File: src/rtl/datapath_p2_pkg.sv
// Shared constants for the phase-2 Mini-SRC datapath: bus width, register count,
// instruction opcodes and branch condition codes.
package datapath_p2_pkg;

    localparam int unsigned WIDTH = 32;
    localparam int unsigned NREGS = 16;

    typedef enum logic [4:0] {
        OpLd   = 5'b00000,
        OpLdi  = 5'b00001,
        OpSt   = 5'b00010,
        OpAdd  = 5'b00011,
        OpSub  = 5'b00100,
        OpAnd  = 5'b00101,
        OpOr   = 5'b00110,
        OpShr  = 5'b00111,
        OpShl  = 5'b01000,
        OpRor  = 5'b01001,
        OpRol  = 5'b01010,
        OpAddi = 5'b01011,
        OpAndi = 5'b01100,
        OpOri  = 5'b01101,
        OpMul  = 5'b01110,
        OpDiv  = 5'b01111,
        OpNeg  = 5'b10000,
        OpNot  = 5'b10001,
        OpBr   = 5'b10010
    } opcode_e;

    typedef enum logic [1:0] {
        BrZr = 2'b00,
        BrNz = 2'b01,
        BrPl = 2'b10,
        BrMi = 2'b11
    } c2_e;

endpackage

File: src/rtl/datapath_p2_alu.sv
// Combinational ALU: A comes from Y, B from the bus, 64-bit result split into hi/lo.
// Multiply and divide exist only when MULDIV_EN is defined.
module datapath_p2_alu
    import datapath_p2_pkg::*;
(
    input  logic [WIDTH-1:0] a_i,
    input  logic [WIDTH-1:0] b_i,
    input  logic [4:0]       opcode_i,
    input  logic             inc_pc_i,
    output logic [WIDTH-1:0] z_hi_o,
    output logic [WIDTH-1:0] z_lo_o
);

    logic [4:0]         shamt;
    logic [2*WIDTH-1:0] rot_r;
    logic [2*WIDTH-1:0] rot_l;
`ifdef MULDIV_EN
    logic signed [2*WIDTH-1:0] prod;
`endif

    assign shamt = b_i[4:0];
    // Rotates shift a doubled copy so the wrapped bits fall into the kept half.
    assign rot_r = {a_i, a_i} >> shamt;
    assign rot_l = {a_i, a_i} << shamt;

    always_comb begin
        z_hi_o = '0;
        z_lo_o = b_i;
`ifdef MULDIV_EN
        prod   = '0;
`endif
        if (inc_pc_i) begin
            z_lo_o = b_i + WIDTH'(1);
        end else begin
            case (opcode_i)
                OpAdd, OpAddi, OpLd, OpLdi, OpSt, OpBr: z_lo_o = a_i + b_i;
                OpSub:         z_lo_o = a_i - b_i;
                OpAnd, OpAndi: z_lo_o = a_i & b_i;
                OpOr, OpOri:   z_lo_o = a_i | b_i;
                OpShr:         z_lo_o = a_i >> shamt;
                OpShl:         z_lo_o = a_i << shamt;
                OpRor:         z_lo_o = rot_r[WIDTH-1:0];
                OpRol:         z_lo_o = rot_l[2*WIDTH-1:WIDTH];
                OpNeg:         z_lo_o = -b_i;
                OpNot:         z_lo_o = ~b_i;
`ifdef MULDIV_EN
                OpMul: begin
                    prod = $signed({{WIDTH{a_i[WIDTH-1]}}, a_i})
                         * $signed({{WIDTH{b_i[WIDTH-1]}}, b_i});
                    {z_hi_o, z_lo_o} = prod;
                end
                OpDiv: begin
                    if (b_i == '0) begin
                        z_lo_o = '1;
                        z_hi_o = a_i;
                    end else begin
                        z_lo_o = $signed(a_i) / $signed(b_i);
                        z_hi_o = $signed(a_i) % $signed(b_i);
                    end
                end
`endif
                default:       z_lo_o = b_i;
            endcase
        end
    end

endmodule

File: src/rtl/datapath_p2.sv
// Single-bus Mini-SRC datapath, phase 2: register file, special registers, ALU and CON.
// Define MULDIV_EN to enable signed multiply/divide in the ALU.
module datapath_p2
    import datapath_p2_pkg::*;
(
    input  logic             Clock,
    input  logic             Clear,
    output logic [WIDTH-1:0] outp,
    input  logic             PCout,
    input  logic             Zhiout,
    input  logic             Zlowout,
    input  logic             MDRout,
    input  logic             HIout,
    input  logic             LOout,
    input  logic             InPortout,
    input  logic             MARin,
    input  logic             Zin,
    input  logic             PCin,
    input  logic             MDRin,
    input  logic             IRin,
    input  logic             Yin,
    input  logic             HIin,
    input  logic             LOin,
    input  logic             OutPortin,
    input  logic             IncPC,
    input  logic             Read,
    input  logic             Write,
    input  logic             Gra,
    input  logic             Grb,
    input  logic             Grc,
    input  logic             Rin,
    input  logic             Rout,
    input  logic             BAout,
    input  logic             Cout,
    input  logic             CONIn,
    input  logic             Strobe,
    input  logic [WIDTH-1:0] Mdatain,
    input  logic [WIDTH-1:0] InPort_data
);

    logic [WIDTH-1:0] regs_q [NREGS];
    logic [WIDTH-1:0] pc_q, ir_q, mar_q, mdr_q, y_q, zhi_q, zlo_q;
    logic [WIDTH-1:0] hi_q, lo_q, inport_q, outport_q;
    logic             con_q;

    logic [3:0]       reg_sel;
    logic [WIDTH-1:0] c_sext;
    logic [WIDTH-1:0] bus;
    logic [WIDTH-1:0] alu_hi, alu_lo;
    logic             cond;
    logic             unused_ok;

    assign reg_sel = ({4{Gra}} & ir_q[26:23])
                   | ({4{Grb}} & ir_q[22:19])
                   | ({4{Grc}} & ir_q[18:15]);
    assign c_sext  = {{(WIDTH-19){ir_q[18]}}, ir_q[18:0]};

    // Fixed-priority bus; BAout on R0 reads as zero for base+offset addressing.
    always_comb begin
        bus = '0;
        if (Rout || BAout) begin
            bus = (BAout && reg_sel == 4'd0) ? '0 : regs_q[reg_sel];
        end else if (HIout) begin
            bus = hi_q;
        end else if (LOout) begin
            bus = lo_q;
        end else if (Zhiout) begin
            bus = zhi_q;
        end else if (Zlowout) begin
            bus = zlo_q;
        end else if (PCout) begin
            bus = pc_q;
        end else if (MDRout) begin
            bus = mdr_q;
        end else if (InPortout) begin
            bus = inport_q;
        end else if (Cout) begin
            bus = c_sext;
        end
    end

    datapath_p2_alu u_alu (
        .a_i      (y_q),
        .b_i      (bus),
        .opcode_i (ir_q[31:27]),
        .inc_pc_i (IncPC),
        .z_hi_o   (alu_hi),
        .z_lo_o   (alu_lo)
    );

    always_comb begin
        cond = 1'b0;
        case (c2_e'(ir_q[20:19]))
            BrZr:    cond = (bus == '0);
            BrNz:    cond = (bus != '0);
            BrPl:    cond = ~bus[WIDTH-1];
            BrMi:    cond = bus[WIDTH-1];
            default: cond = 1'b0;
        endcase
    end

    always_ff @(posedge Clock) begin
        if (!Clear) begin
            for (int i = 0; i < NREGS; i++) begin
                regs_q[i] <= '0;
            end
            pc_q      <= '0;
            ir_q      <= '0;
            mar_q     <= '0;
            mdr_q     <= '0;
            y_q       <= '0;
            zhi_q     <= '0;
            zlo_q     <= '0;
            hi_q      <= '0;
            lo_q      <= '0;
            inport_q  <= '0;
            outport_q <= '0;
            con_q     <= 1'b0;
        end else begin
            if (Rin)       regs_q[reg_sel] <= bus;
            if (PCin)      pc_q      <= bus;
            if (IRin)      ir_q      <= bus;
            if (MARin)     mar_q     <= bus;
            if (MDRin)     mdr_q     <= Read ? Mdatain : bus;
            if (Yin)       y_q       <= bus;
            if (HIin)      hi_q      <= bus;
            if (LOin)      lo_q      <= bus;
            if (OutPortin) outport_q <= bus;
            if (Strobe)    inport_q  <= InPort_data;
            if (CONIn)     con_q     <= cond;
            if (Zin) begin
                zhi_q <= alu_hi;
                zlo_q <= alu_lo;
            end
        end
    end

    assign outp = outport_q;

    // MAR feeds the memory interface of a later phase; Write is reserved.
    assign unused_ok = ^{Write, mar_q};

endmodule

File: config.mk
export PLATFORM = sky130hd
export DESIGN_NAME = datapath_p2
export DESIGN_NICKNAME = d
export VERILOG_FILES = /design/src/rtl/datapath_p2_pkg.sv /design/src/rtl/datapath_p2_alu.sv /design/src/rtl/datapath_p2.sv
export SDC_FILE = /design/constraint.sdc
export NUM_CORES = 2
export LEC_CHECK = 0
export ABC_AREA = 1
export BUFFER_PORTS_ARGS = -buffer_cell sky130_fd_sc_hd__buf_2
export CORE_MARGIN = 2
export CORE_UTILIZATION = 50
export CTS_BUF_LIST = sky130_fd_sc_hd__clkbuf_4 sky130_fd_sc_hd__clkbuf_8 sky130_fd_sc_hd__clkbuf_16
export DETAILED_ROUTE_END_ITERATION = 8
export PLACE_DENSITY = 0.66
export SYNTH_ARGS = -nofsm -noshare
export SYNTH_HDL_FRONTEND = slang
export SYNTH_SLANG_ARGS = --single-unit
File: constraint.sdc
create_clock -name Clock -period 8.6 [get_ports Clock]
set_clock_uncertainty 0.05 [all_clocks]
set_input_delay 1.29 -clock Clock [delete_from_list [all_inputs] [get_ports Clock]]
set_output_delay 1.29 -clock Clock [all_outputs]
set_load 0.1 [all_outputs]
Word level (Yosys, flattened, before mapping)
Memory sizes are Yosys's and may differ from the RTL's.
Index checks and enable logic that the tools add are counted.
Widths: inputs -> output; s select.
{ "word_totals": {"out_inout_bits": 32, "ram_bits": 512, "inputBits": 94, "elab_cells": 70, "memories": 1, "ff_bits": 288} }
{ "memory_table": {"columns": ["memory", "words", "word_bits", "read_ports", "rd_clocked_by_memory_dff", "write_ports", "line_no", "rtl"], "rows": [
  ["regs_q", 16, 32, 1, 0, 16, "datapath_p2.sv:41", "logic [WIDTH-1:0] regs_q [NREGS];"]
]} }
{ "classes": {"add_sub_neg": 4, "bitwise": 8, "n_shift": 4, "mux": 20, "reduce_logical": 8, "eq_ne": 16} }
{ "ops": {"columns": ["cell", "count"], "rows": [
  ["$mux 32", 13],
  ["$pmux 32 s10", 1],
  ["$shl 64x5->64", 1],
  ["$shr 64x5->32", 1],
  ["$add 32x1->32 const B", 1],
  ["$add 32x32->32", 1],
  ["$and 32x32->32", 1],
  ["$neg 32->32", 1],
  ["$not 32->32", 1],
  ["$or 32x32->32", 1],
  ["$reduce_or 32->1", 1],
  ["$shl 32x5->32", 1],
  ["$shr 32x5->32", 1],
  ["$sub 32x32->32", 1],
  ["$eq 5x4->1 const B", 6],
  ["$eq 5x3->1 const B", 4],
  ["$eq 5x5->1 const B", 3],
  ["$and 4x4->4", 3],
  ["$eq 5x2->1 const B", 2],
  ["$or 4x4->4", 2],
  ["$reduce_or 6->1", 1],
  ["$eq 5x1->1 const B", 1],
  ["$logic_not 5->1", 1],
  ["$mux 1", 5],
  ["5 further kinds", 6]
]} }

Logic depth before layout (Yosys ltp)
{ "depth": {"depth_word": 12, "depth_mapped": 38, "depth_no_buf": 33} }

Cells and area by module
A second synthesis with hierarchy kept.
{ "hier_totals": {"hier_cells": 7610, "hier_area_um2": 51698.3} }
{ "modules_own_cells": {"columns": ["module", "area_per_inst_um2", "seq_area_each_um2", "instances", "cells_each"], "rows": [
  ["datapath_p2", 39053.7, 21780.9, 1, 4957],
  ["datapath_p2_alu", 12644.6, 0.0, 1, 2653]
]} }

Least setup slack after synthesis
Ideal clock, no wire load.
{ "synth_timing": {"path_kind": "in2reg", "from": "in Grb", "to": "reg zlo_q[28]", "path_slack_ns": 3.221, "setup_time_ns": 0.119, "path_buffers": 4, "t_required_ns": 8.431, "arrival_time_ns": 5.210, "cell_stages": 29, "cell_sequence": "nand2_2 -> nand2_2 -> nor2_4 -> nand2_4 -> buf_6 -> o22ai_1 -> o21ai_1 -> nand3_1 -> o21ai_2 -> inv_2 -> clkbuf_1 -> clkbuf_1 -> buf_1 -> ha_1 -> nand3_1 -> nand2_1 -> a21oi_1 -> inv_1 -> nand3_1 -> nand3_1 -> a21boi_0 -> o21bai_1 -> or2_2 -> nand3_1 -> o2111ai_1 -> a21oi_1 -> nand3_1 -> nand2_1 -> a21oi_1"} }
{ "synth_via": {"elab_chain_len": 10, "elab_cells_between_ends": 21, "cone_classes": "add/sub: 4; shift: 4; mux: 4; bitwise: 6; reduce/logical: 2; memory: 1"} }
{ "synth_lines": {"columns": ["item", "line_no", "rtl"], "rows": [
  ["start: declaration", "datapath_p2.sv:29", "input logic Grb,"],
  ["$and 4x4->4 (*)", "datapath_p2.sv:54", "| ({4{Grb}} & ir_q[22:19])"],
  ["$or 4x4->4 (*)", "datapath_p2.sv:54", null],
  ["$or 4x4->4 (*)", "datapath_p2.sv:55", "| ({4{Grc}} & ir_q[18:15]);"],
  ["branches (longest 2 deep; another with $mem_v2 16x32)", null, null],
  ["$mux 32 (*)", "datapath_p2.sv:62", "bus = (BAout && reg_sel == 4'd0) ? '0 : regs_q[reg_sel];"],
  ["$mux 32 (*)", "datapath_p2.sv:61", "if (Rout || BAout) begin"],
  ["$neg 32->32, or another cell as far along", "datapath_p2_alu.sv:44", "OpNeg: z_lo_o = -b_i;"],
  ["$pmux 32 s10", "datapath_p2_alu.sv:35", "case (opcode_i)"],
  ["$mux 32 (*)", "datapath_p2_alu.sv:32", "if (inc_pc_i) begin"],
  ["end signal: assignment", "datapath_p2.sv:133", "zlo_q <= alu_lo;"],
  ["end: declaration", "datapath_p2.sv:42", "logic [WIDTH-1:0] pc_q, ir_q, mar_q, mdr_q, y_q, zhi_q, zlo_q;"]
]} }
Mark *: on every way between the ends.
A chain may end at the register's enable or synchronous reset.

Worst setup path in the final report
{ "layout_timing": {"from": "in Grc", "to": "reg zlo_q[12]"} }
{ "layout_via": {"elab_chain_len": 9, "elab_cells_between_ends": 20, "cone_classes": "add/sub: 4; shift: 4; mux: 4; bitwise: 5; reduce/logical: 2; memory: 1"} }
{ "layout_lines": {"columns": ["item", "line_no", "rtl"], "rows": [
  ["start: declaration", "datapath_p2.sv:30", "input logic Grc,"],
  ["$and 4x4->4 (*)", "datapath_p2.sv:55", null],
  ["$or 4x4->4 (*)", "datapath_p2.sv:55", null],
  ["branches (longest 2 deep; another with $mem_v2 16x32)", null, null],
  ["$mux 32 (*)", "datapath_p2.sv:62", null],
  ["$mux 32 (*)", "datapath_p2.sv:61", null],
  ["net bus[6]", "datapath_p2.sv:48", "logic [WIDTH-1:0] bus;"],
  ["$neg 32->32, or another cell as far along", "datapath_p2_alu.sv:44", null],
  ["$pmux 32 s10", "datapath_p2_alu.sv:35", null],
  ["$mux 32 (*)", "datapath_p2_alu.sv:32", null]
]} }
Mark *: on every way through the listed nets, which the timed path passes.

==> key figures <==
Run status
  • Status: completed

STA
  • RSZ-0062 raised after global routing: false
  • Setup_tns: 0 ns
  • Slew margin rel.: 0.1475
  • Final hold slack: 0.4139 ns
  • Fin crit share: 0.8039
  • Max Clk Rate: 144.6 MHz
  • Tmin final: a little under 7 ns
  • Least-Margin Pin Slew: around 1.3 ns
  • Final Hold Fails: 0
  • Final Setup Violations: 0
  • Final Slew Violations: 0

Job
  • Max Cap Viol: 0

Critical path
  • Critical Path End Type: flip-flop
  • Worst path required time: just over 9 ns
  • RR Endpoint: zlo_q[12]
  • Reg2reg setup slack: 2.11 ns
  • Max stage delay cell, worst path: nor2_1
  • Worst R2R Path Depth: 29
  • Setup crit start: Grc
  • CP max FO: 50
  • Crit path top cell by count: a21oi_1
  • Critical path arrival: roughly 7.4 ns
  • Crit Path Category: input pin to flip-flop
  • FF-to-FF Start: ir_q[15]
  • Crit-path max cell delay: between 0.5 and 0.6 ns
  • Crit path to: zlo_q[12]
  • Critical Path Source Type: input pin

Synthesis
  • Async set-reset flop share out of synthesis: 0
  • Xor/xnor share of the synthesized area: 0.003999
  • Mux contribution to synthesized area: 0
  • Synth unique cells: between 50 and 60
  • Top_reg_cell synth: edfxtp_1
  • Synthesis-stage register bit count: 800
  • Compound-Gate Fraction of Synth Area: 0.1802
  • Mapped Area: roughly 46,000 sq um
  • Synth Area in Adders: 0.02699
  • Register area share after synthesis: 0.4596
  • Syn Nets: ~6,200
  • Main combinational cell family by area after synthesis: simple AND/OR/NAND/NOR gates
  • Post-synthesis cell count: 5,960
  • Synthesized area per cell: between 7 and 8 sq um
  • Top cell type's share of synthesized area: 0.3343
  • Post-synth EDFFs: approximately 510
  • Synth top area cells: edfxtp_1 (33%), dfxtp_1 (13%), nand2_1 (9.2%)
  • Area leader, netlist: edfxtp_1
  • YS warnings: 0
  • Post-Synth Simple-Gate Area: 0.2387

Power
  • LEAKAGE: ~22 nW
  • IR Drop Worst-Case VDD: roughly 0.34 mV
  • Comb power frac: 0.439
  • PD cells: 298.2 nW/um^2
  • Switching Power: 0.006676 W
  • Internal power: between 0.008 and 0.009 W
  • Switching share of power: 0.4460
  • Share of power burned in registers: 0.301
  • Clock network fraction of total power: 0.260

Global route
  • Largest net degree at the start of global routing: between 90 and 100
  • Vias in the first global route: between 40,000 and 50,000
  • Overflow after GRT: 0
  • Initial antenna violation count: 4
  • GR Util All Layers: 0.3762
  • First-pass GRT wire length: between 200 and 300 mm

Cells and area
  • Design Area, Final: 50,190 sq um
  • Filler cells: just under 9,000
  • Seq. cell area: roughly 21,000 sq um
  • Area Overhead vs Synth: 9.126%
  • Finished Layout Cells: between 7,000 and 8,000
  • Multi-input gate area: 20,730 sq um
  • Nets@finish: roughly 6,100
  • Layout cells sized above 1: 0.08839

Route
  • Max layer used: met4
  • Drt pass-1 iters: 7
  • ANT nets after route: 0
  • Vias: between 40,000 and 50,000
  • Drt drc: 0
  • Via-to-Cell Ratio: about 6.2
  • WL/cell: 25.50 um
  • DR iter-0 viols: roughly 5,800
  • Met3 WL: about 19 mm
  • Routed wire length: around 180 mm
  • Metal1 wirelength: about 72 mm
  • Met2 WL post-DR: roughly 80 mm

Placement
  • IO Port Bufs: 122
  • GP Congestion: between 1 and 1.5
  • Placed Area: 47,240 sq um
  • DP Wirelength: around 120 mm
  • Placed Cells: around 7,000

Die
  • Die Footprint: 94,430 sq um
  • I/O Pins: roughly 130
  • Core Rows: 111
  • CORE AREA: between 90,000 and 100,000 sq um
  • Die W: 307.3 um
  • Initial Util: 0.5033
  • Die span in y: approximately 310 um

Clock tree
  • Sink Count: 800
  • CTS root buf: clkbuf_16
  • CTS tree: yes
  • Maximum level of the CTS H-tree: 3
  • Post-CTS resize count: 0
  • Hold Buf Count CTS: 0
  • Max Buffers Root-to-Sink: 3
  • Num CTS Buffers: 85
  • Worst-path clk slew: around 0.070 ns
  • Post-CTS setup repair buffer count: 0
  • Clock latency on the worst-skew pair: 0.68 ns

Min path
  • Hold crit path type: flip-flop to flip-flop
  • Worst hold start: mdr_q[7]
power groups by stage:
| stage | registers (W) | clock network [W] | logic (W) |
|---|---|---|---|
| floorplan | 0.00469 | 0 | 0.00394 |
| global placement | 0.00458 | 0 | 0.00633 |
| detailed placement | 0.00459 | 0 | 0.00635 |
| CTS | 0.00451 | 0.00390 | 0.00638 |
| global route | 0.00454 | 0.00403 | 0.00702 |
| finish | 0.00451 | 0.00388 | 0.00657 |
layer usage:
| metal | global-route usage | up-vias |
|---|---|---|
| met5 | 0 | - |
| met4 | 0.1851 | 0 |
| met3 | 0.07350 | 442 |
| met2 | 0.5806 | 2501 |
| met1 | 0.5065 | 20870 |
| li1 | - | 20150 |
flip-flops by register name, indices dropped and copies added, names as in the netlist:
signal    cells
hi_q         32
inport_q     32
ir_q         32
lo_q         32
mdr_q        32
outp         32
pc_q         32
regs_q      512
y_q          32
zlo_q        32
cell families after synthesis:
kind of cell | Yosys count
fa+ha+maj | 98
buf+inv | 994
flops | 800
xor+xnor | 21
compound gates | 1427
simple gates | 2620
how the worst min path moves through the flow:
stage	endpoint	slack, ns	depth (start not counted)
6_report	mdr_q[7]	0.41	2
5_1_grt	zlo_q[0]	0.42	2
4_1_cts	mdr_q[6]	0.41	2
3_5_place_dp	mdr_q[7]	0.40	2
3_3_place_gp	mdr_q[13]	0.40	2
2_1_floorplan	mdr_q[10]	0.39	2
critical path: cells and delay by family:
family | cells | cell delay, ns
AO/OA/AOI/OAI | 7 | 0.99
XOR/XNOR | 1 | 0.16
adder cells (fa/ha/maj) | 1 | 0.37
buffers and inverters | 7 | 1.57
AND/OR/NAND/NOR | 14 | 2.92
synthesized netlist by cell type, types with 7 or more instances:
| cell type | n |
|---|---|
| xor2_1 | 18 |
| o21ai_1 | 74 |
| o221ai_1 | 24 |
| nor2_1 | 806 |
| o2111ai_1 | 19 |
| edfxtp_1 | 512 |
| o21ai_4 | 7 |
| o21ai_0 | 447 |
| clkbuf_1 | 236 |
| o22ai_1 | 228 |
| nor3_1 | 12 |
| buf_6 | 27 |
| o211ai_1 | 185 |
| inv_2 | 16 |
| ha_1 | 96 |
| nand3b_1 | 19 |
| nor2_2 | 16 |
| a21oi_1 | 383 |
| or2_2 | 19 |
| buf_2 | 86 |
| inv_1 | 533 |
| o21bai_1 | 9 |
| dfxtp_1 | 288 |
| nand4_1 | 29 |
| buf_1 | 59 |
| a31oi_1 | 16 |
| nand3_1 | 546 |
| buf_4 | 30 |
| nand2_2 | 17 |
| nand2_1 | 1127 |
cell usage in the layout, fill, tap and decap left out, drive strengths merged, types with 2 or more instances in the layout:
| master | count |
|---|---|
| xor2 | 18 |
| edfxtp | 512 |
| nor2b | 2 |
| nor4 | 6 |
| nand3b | 19 |
| a221oi | 3 |
| nand4 | 29 |
| a2111oi | 3 |
| clkbuf | 112 |
| fa | 2 |
| clkinv | 38 |
| buf | 275 |
| o211ai | 185 |
| o21bai | 9 |
| xnor2 | 3 |
| nor2 | 826 |
| dfxtp | 288 |
| o22ai | 228 |
| or2 | 20 |
| o21a | 6 |
| bufinv | 10 |
| and3 | 4 |
| nor3 | 13 |
| o2111ai | 19 |
| o21ai | 534 |
| inv | 550 |
| a31oi | 16 |
| nand3 | 551 |
| a21oi | 383 |
| o31ai | 3 |
| ha | 96 |
| a21o | 3 |
| a21boi | 3 |
| nand2 | 1149 |
| o221ai | 24 |
| o22a | 5 |
stage by stage:
stage          setup slack [ns]  utilization  total power [W]
5_1_grt                   1.498       0.5492          0.01558
6_report                  1.686       0.5492          0.01497
3_3_place_gp              1.344       0.5170          0.01090
4_1_cts                   1.967       0.5492          0.01478
3_5_place_dp              1.288       0.5170          0.01094
2_1_floorplan             3.221            -         0.008628
area by class of cell:
class / count / share of cell area
Timing Repair Buffer: 275 / 0.03592
Clock buffer: 112 / 0.04776
Inverter: 555 / 0.04158
Sequential cell: 800 / 0.4212
Antenna cell: 1 / 0.00004986
Clock inverter: 43 / 0.01094
Multi-Input combinational cell: 4166 / 0.4130
Tap cell: 1186 / 0.02956
Power figures use the tool's default switching activity.
